===== src/rtl/id_ex_alu_issue_pkg.sv =====
// Shared constants for the ID/EX ALU issue stage.
//   - ALU op select codes driven to the ripple ALU slices
//   - ALUOp class codes produced by the main decoder
//   - R-type funct codes understood by alu_control
//   - Forwarding mux select codes
package id_ex_alu_issue_pkg;

  // ALU op select
  localparam logic [3:0] ALU_AND = 4'd0;
  localparam logic [3:0] ALU_OR  = 4'd1;
  localparam logic [3:0] ALU_ADD = 4'd2;
  localparam logic [3:0] ALU_SUB = 4'd6;
  localparam logic [3:0] ALU_SLT = 4'd7;
  localparam logic [3:0] ALU_NOR = 4'd12;

  // ALUOp class
  localparam logic [1:0] ALUOP_MEM    = 2'b00;
  localparam logic [1:0] ALUOP_BRANCH = 2'b01;
  localparam logic [1:0] ALUOP_RTYPE  = 2'b10;
  localparam logic [1:0] ALUOP_RSVD   = 2'b11;

  // R-type funct
  localparam logic [5:0] FUNCT_ADD  = 6'b100000;
  localparam logic [5:0] FUNCT_ADDU = 6'b100001;
  localparam logic [5:0] FUNCT_SUB  = 6'b100010;
  localparam logic [5:0] FUNCT_SUBU = 6'b100011;
  localparam logic [5:0] FUNCT_AND  = 6'b100100;
  localparam logic [5:0] FUNCT_OR   = 6'b100101;
  localparam logic [5:0] FUNCT_NOR  = 6'b100111;
  localparam logic [5:0] FUNCT_SLT  = 6'b101010;

  // Forwarding select; 2'b11 is reserved and treated as FWD_PIPE
  localparam logic [1:0] FWD_PIPE  = 2'b00;
  localparam logic [1:0] FWD_EXMEM = 2'b01;
  localparam logic [1:0] FWD_MEMWB = 2'b10;

endpackage


===== src/rtl/id_ex_alu_issue_alu_control.sv =====
// ALU control decoder (pure combinational).
// Ports:
//   aluop_i   ALUOp class from the main decoder
//   funct_i   R-type funct field
//   op_o      4-bit ALU op select
//   sub_o     ALU sub / carry-in of bit 0
//   illegal_o the aluop/funct pair is not decodable
module alu_control
  import id_ex_alu_issue_pkg::*;
(
  input  logic [1:0] aluop_i,
  input  logic [5:0] funct_i,
  output logic [3:0] op_o,
  output logic       sub_o,
  output logic       illegal_o
);

  always_comb begin
    op_o      = ALU_AND;
    sub_o     = 1'b0;
    illegal_o = 1'b0;
    unique case (aluop_i)
      ALUOP_MEM: begin
        op_o = ALU_ADD;
      end
      ALUOP_BRANCH: begin
        op_o  = ALU_SUB;
        sub_o = 1'b1;
      end
      ALUOP_RTYPE: begin
        case (funct_i)
          FUNCT_ADD, FUNCT_ADDU: op_o = ALU_ADD;
          FUNCT_SUB, FUNCT_SUBU: begin
            op_o  = ALU_SUB;
            sub_o = 1'b1;
          end
          FUNCT_AND: op_o = ALU_AND;
          FUNCT_OR:  op_o = ALU_OR;
          FUNCT_NOR: op_o = ALU_NOR;
          // SLT subtracts and takes the sign, so it needs carry-in too
          FUNCT_SLT: begin
            op_o  = ALU_SLT;
            sub_o = 1'b1;
          end
          default: illegal_o = 1'b1;
        endcase
      end
      default: illegal_o = 1'b1;
    endcase
  end

endmodule


===== src/rtl/id_ex_alu_issue.sv =====
// ID/EX pipeline register feeding the ripple ALU.
// Registers decoded control and operands, translates ALUOp/funct into the ALU
// op select, and applies EX-stage forwarding after the register.
// Ports:
//   clk, rst_n          clock, asynchronous active-low reset
//   stall, flush        hazard control (flush wins over stall)
//   id_*                decoded instruction from the ID stage
//   fwd_a_sel/fwd_b_sel forwarding selects (00 pipe, 01 EX/MEM, 10 MEM/WB, 11 pipe)
//   exmem/memwb_result  forwarded values, used in the same cycle
//   ex_*                EX-stage view presented to the ALU
module id_ex_alu_issue
  import id_ex_alu_issue_pkg::*;
#(
  parameter int unsigned WIDTH  = 32,
  parameter int unsigned REG_AW = 5
) (
  input  logic              clk,
  input  logic              rst_n,
  input  logic              stall,
  input  logic              flush,
  input  logic              id_valid,
  input  logic [1:0]        id_aluop,
  input  logic [5:0]        id_funct,
  input  logic [WIDTH-1:0]  id_rs_data,
  input  logic [WIDTH-1:0]  id_rt_data,
  input  logic [WIDTH-1:0]  id_imm,
  input  logic              id_alu_src,
  input  logic [REG_AW-1:0] id_rd,
  input  logic              id_reg_write,
  input  logic [1:0]        fwd_a_sel,
  input  logic [1:0]        fwd_b_sel,
  input  logic [WIDTH-1:0]  exmem_result,
  input  logic [WIDTH-1:0]  memwb_result,
  output logic              ex_valid,
  output logic [3:0]        ex_op,
  output logic              ex_sub,
  output logic [WIDTH-1:0]  ex_a,
  output logic [WIDTH-1:0]  ex_b,
  output logic [REG_AW-1:0] ex_rd,
  output logic              ex_reg_write,
  output logic              ex_illegal
);

  logic [3:0] dec_op;
  logic       dec_sub;
  logic       dec_illegal;

  alu_control u_alu_control (
    .aluop_i   (id_aluop),
    .funct_i   (id_funct),
    .op_o      (dec_op),
    .sub_o     (dec_sub),
    .illegal_o (dec_illegal)
  );

  logic              valid_q,     valid_d;
  logic [3:0]        op_q,        op_d;
  logic              sub_q,       sub_d;
  logic [WIDTH-1:0]  rs_q,        rs_d;
  logic [WIDTH-1:0]  rt_q,        rt_d;
  logic [WIDTH-1:0]  imm_q,       imm_d;
  logic              alu_src_q,   alu_src_d;
  logic [REG_AW-1:0] rd_q,        rd_d;
  logic              reg_write_q, reg_write_d;
  logic              illegal_q,   illegal_d;

  always_comb begin
    valid_d     = valid_q;
    op_d        = op_q;
    sub_d       = sub_q;
    rs_d        = rs_q;
    rt_d        = rt_q;
    imm_d       = imm_q;
    alu_src_d   = alu_src_q;
    rd_d        = rd_q;
    reg_write_d = reg_write_q;
    illegal_d   = illegal_q;
    if (flush) begin
      valid_d     = 1'b0;
      op_d        = '0;
      sub_d       = 1'b0;
      rs_d        = '0;
      rt_d        = '0;
      imm_d       = '0;
      alu_src_d   = 1'b0;
      rd_d        = '0;
      reg_write_d = 1'b0;
      illegal_d   = 1'b0;
    end else if (!stall) begin
      valid_d     = id_valid;
      op_d        = dec_op;
      sub_d       = dec_sub;
      rs_d        = id_rs_data;
      rt_d        = id_rt_data;
      imm_d       = id_imm;
      alu_src_d   = id_alu_src;
      rd_d        = id_rd;
      // An undecodable op must never commit a register write
      reg_write_d = id_reg_write & id_valid & ~dec_illegal;
      // Bubbles never report illegal
      illegal_d   = dec_illegal & id_valid;
    end
  end

  always_ff @(posedge clk or negedge rst_n) begin
    if (!rst_n) begin
      valid_q     <= 1'b0;
      op_q        <= '0;
      sub_q       <= 1'b0;
      rs_q        <= '0;
      rt_q        <= '0;
      imm_q       <= '0;
      alu_src_q   <= 1'b0;
      rd_q        <= '0;
      reg_write_q <= 1'b0;
      illegal_q   <= 1'b0;
    end else begin
      valid_q     <= valid_d;
      op_q        <= op_d;
      sub_q       <= sub_d;
      rs_q        <= rs_d;
      rt_q        <= rt_d;
      imm_q       <= imm_d;
      alu_src_q   <= alu_src_d;
      rd_q        <= rd_d;
      reg_write_q <= reg_write_d;
      illegal_q   <= illegal_d;
    end
  end

  // Forwarding is applied after the register so late EX/MEM and MEM/WB
  // results reach the ALU in the same cycle.
  logic [WIDTH-1:0] fwd_b_val;

  always_comb begin
    case (fwd_a_sel)
      FWD_EXMEM: ex_a = exmem_result;
      FWD_MEMWB: ex_a = memwb_result;
      default:   ex_a = rs_q;
    endcase
    case (fwd_b_sel)
      FWD_EXMEM: fwd_b_val = exmem_result;
      FWD_MEMWB: fwd_b_val = memwb_result;
      default:   fwd_b_val = rt_q;
    endcase
    // The immediate overrides forwarding: b never reads rt in that case
    ex_b = alu_src_q ? imm_q : fwd_b_val;
  end

  assign ex_valid     = valid_q;
  assign ex_op        = op_q;
  assign ex_sub       = sub_q;
  assign ex_rd        = rd_q;
  assign ex_reg_write = reg_write_q;
  assign ex_illegal   = illegal_q;

endmodule


===== config.mk =====
export PLATFORM = sky130hd
export DESIGN_NAME = id_ex_alu_issue
export DESIGN_NICKNAME = d
export VERILOG_FILES = /design/src/rtl/id_ex_alu_issue_pkg.sv /design/src/rtl/id_ex_alu_issue_alu_control.sv /design/src/rtl/id_ex_alu_issue.sv
export SDC_FILE = /design/constraint.sdc
export NUM_CORES = 1
export LEC_CHECK = 0
export ABC_CLOCK_PERIOD_IN_PS = 1600
export BUFFER_PORTS_ARGS = -buffer_cell sky130_fd_sc_hd__buf_2
export CAP_MARGIN = 30
export CORE_MARGIN = 2
export CORE_UTILIZATION = 45
export CTS_CLUSTER_DIAMETER = 50
export DETAILED_ROUTE_END_ITERATION = 16
export GPL_ROUTABILITY_DRIVEN = 0
export PLACE_DENSITY = 0.79
export REMOVE_ABC_BUFFERS = 1
export SLEW_MARGIN = 10
export SYNTH_ARGS = -nofsm -noshare
export SYNTH_HDL_FRONTEND = slang
export SYNTH_SLANG_ARGS = --single-unit

===== constraint.sdc =====
create_clock -name clk -period 1.6 [get_ports clk]
set_clock_uncertainty 0.1 [all_clocks]
set_input_delay 0.08 -clock clk [delete_from_list [all_inputs] [get_ports clk]]
set_output_delay 0.08 -clock clk [all_outputs]
set_load 0.05 [all_outputs]

==> flow_summary.json <==
{
  "status": "complete, but fails checks",
  "violations": "setup timing",
  "post-route-min-period_ns": 1.741,
  "synth_cell_type_count": 36,
  "rsz0062_at_grt": "yes",
  "setup_violations": 32,
  "ys_ff_latch": 110,
  "r2r-end": "ex_op[2]",
  "rows": 42,
  "boundaryPins": 261,
  "yosysSeqAreaShare_pct": 44.81,
  "port_buffers": 260,
  "post_dp_cell_area_sq_um": 7797,
  "wl_per_cell_um": 18.60,
  "viasPerCell": 5.749,
  "antenna_found_initial": 0,
  "crit_required_ns": 1.42,
  "final_core_util_pct": 72.18,
  "hold_depth": 3,
  "crit_fanout": 30,
  "synth_top_area_share_pct": 44.81,
  "dr_total_vias": 6738,
  "die_area_sq_um": 14600,
  "finalMaxSlewViolations": 0,
  "worstHoldStart": "id_funct[3]",
  "cts_buffers": 9,
  "grt_pass1_wl_um": 32690,
  "dp_hpwl_um": 12720,
  "finalCritPeriodShare_pct": 108.8,
  "grt_max_degree": 63,
  "initial_core_util_pct": 46.21,
  "max-cap-violations": 0,
  "clk_path_buf_depth": 2,
  "drc": 0,
  "min_path_type": "input pin to register",
  "r2r_cells": 3,
  "synthesis.area_sq_um": 6143,
  "p_per_area_nw_per_um2": 836.8,
  "fmax_mhz": 574.2,
  "timing.final.ws_setup_ns": -0.1414,
  "cts.sink_count": 110,
  "wl_um": 21800,
  "drtIter0Drc": 629,
  "min_to": "ex_op[1]",
  "critPathKind": "register to primary output",
  "nets": 1184,
  "synth.yosys.warnings": 0,
  "postCtsSetupRepairBufs": 0,
  "end_kind": "primary output",
  "cts_tree": "built",
  "synth.most_common_cell": "dfrtp_1",
  "drive_gt1_share_pct": 32.93,
  "hold_violations": 0,
  "diodes": 0,
  "worst_pin_slew_ns": 0.6446,
  "clockRootBuffer": "clkbuf_16",
  "grt_overflow": 0,
  "grt_usage_pct": 28.02,
  "dr.pass1.iters": 5,
  "finalNonFillerCells": 1172,
  "grt_pass1_vias": 6835,
  "worstReg2RegStart": "ex_op[2]",
  "start_kind": "register",
  "area_delta_synth_final_pct": 56.21,
  "clkTransAtPathRegs_ns": 0.07,
  "vdd_drop_max_mv": 0.5673,
  "yosys_most_used_dff": "dfrtp_1",
  "die_w_um": 120.8,
  "synth_area_leaders": "dfrtp_1 (45%), mux2i_1 (17%), nor2_1 (6.4%)",
  "reg2reg_slack_ns": 0.17,
  "syn-instance-count": 650,
  "synthArstFlopShare_pct": 100.0,
  "tns_ns": -2.339,
  "coreArea_sq_um": 13300,
  "drtAntennaViolNets": 0,
  "synth_top_cell_by_area": "dfrtp_1",
  "syn_area_per_cell_sq_um": 9.451,
  "fillers": 914,
  "final_cell_area_sq_um": 9597,
  "insertion_delay_ns": 0.34,
  "power.leakage_nw": 4.768,
  "cp_data_arrival_time_ns": 1.56,
  "h-tree-depth": 3,
  "yosys-top-cells-count": "dfrtp_1 (110), nor2_1 (105), mux2i_1 (103)",
  "dp_cells": 1049,
  "slew_headroom_pct": 57.03,
  "fp.dieH_um": 120.8,
  "synth_edf_count": 0
}
cells by family (layout without fill, tap and decap cells):
kind of cell / Yosys count / after routing / share of synthesized area (%)
compound gates: 142 / 142 / 16.80
flops: 110 / 110 / 44.81
simple gates: 221 / 221 / 15.60
fa+ha+maj: 8 / 8 / 1.629
mux: 103 / 103 / 16.78
buf+inv: 66 / 412 / 4.379
cell usage in the layout, fill, tap and decap left out, drive strengths merged, types with 2 or more instances in the layout:
| cell type | n |
|---|---|
| ha | 8 |
| nor2 | 105 |
| a221oi | 32 |
| o21ai | 32 |
| dfrtp | 110 |
| a22oi | 32 |
| a21oi | 3 |
| nor3 | 2 |
| a22o | 2 |
| mux2i | 103 |
| buf | 280 |
| o31ai | 34 |
| nor3b | 2 |
| clkbuf | 14 |
| dlygate4sd3 | 108 |
| nor2b | 33 |
| nand2 | 70 |
| inv | 9 |
layer usage:
layer  vias up  part of all wire, %  global-route usage [%]
li1       3000                    -                       -
met1      3220                   37                   32.05
met2       421                   51                   49.33
met3        97                  7.9                   5.991
met4         0                  4.1                   13.74
met5         -                    0                       0
what timing repair did:
item,4_1_cts,5_1_grt
setup endpoints to repair,32,34
gates resized for setup,68,36
hold buffers,108,0
endpoints found under the hold margin,216,0
pin swaps,1,1
flip-flops by register name (all words and copies together), names as in the netlist:
signal        count
ex_valid          1
alu_src_q         1
ex_op             4
ex_illegal        1
rt_q             32
imm_q            32
rs_q             32
ex_sub            1
ex_reg_write      1
ex_rd             5
cell type report:
| cell class | count | area (sq um) | share of cell area [%] |
|---|---|---|---|
| Sequential cell | 110 | 2754 | 28.70 |
| Timing Repair Buffer | 388 | 2932 | 30.55 |
| Clock buffer | 14 | 274.0 | 2.855 |
| Clock inverter | 1 | 5.005 | 0.05215 |
| Tap cell | 176 | 220.2 | 2.295 |
| Inverter | 9 | 33.78 | 0.3520 |
| Multi-Input combinational cell | 474 | 3378 | 35.20 |
metrics by stage:
step	hold WS (ns)	worst slack [ns]	power (mW)
2_1_floorplan	-0.3156	-1.021	4.448
3_3_place_gp	-0.004263	-0.03766	5.333
3_5_place_dp	-0.005549	-0.06082	5.368
4_1_cts	0.001943	-0.09074	7.879
5_1_grt	0.01991	-0.1932	8.337
6_report	0.02045	-0.1414	8.030
critical path, stage by stage, from the launching register on:
cell and delay, ns:
dfrtp_2 0.45, buf_12 0.19, o31ai_2 0.33, buf_6 0.21
how the worst max path moves through the flow:
| stage | end | cells past startpoint | slack [ns] | start |
|---|---|---|---|---|
| floorplan | ex_b[0] | 4 | -1.02 | fwd_b_sel[0] |
| global placement | ex_b[20] | 7 | -0.04 | fwd_b_sel[0] |
| detailed placement | ex_b[20] | 7 | -0.06 | fwd_b_sel[0] |
| CTS | ex_b[2] | 3 | -0.09 | alu_src_q |
| global route | ex_b[14] | 3 | -0.19 | alu_src_q |
| finish | ex_b[29] | 3 | -0.14 | alu_src_q |
where the power goes:
group          switching (mW)  internal, mW  total [mW]
Sequential             0.0918          2.93        3.02
Clock                   0.964          1.18        2.14
Combinational            1.74          1.13        2.87
Power figures use the tool's default switching activity.
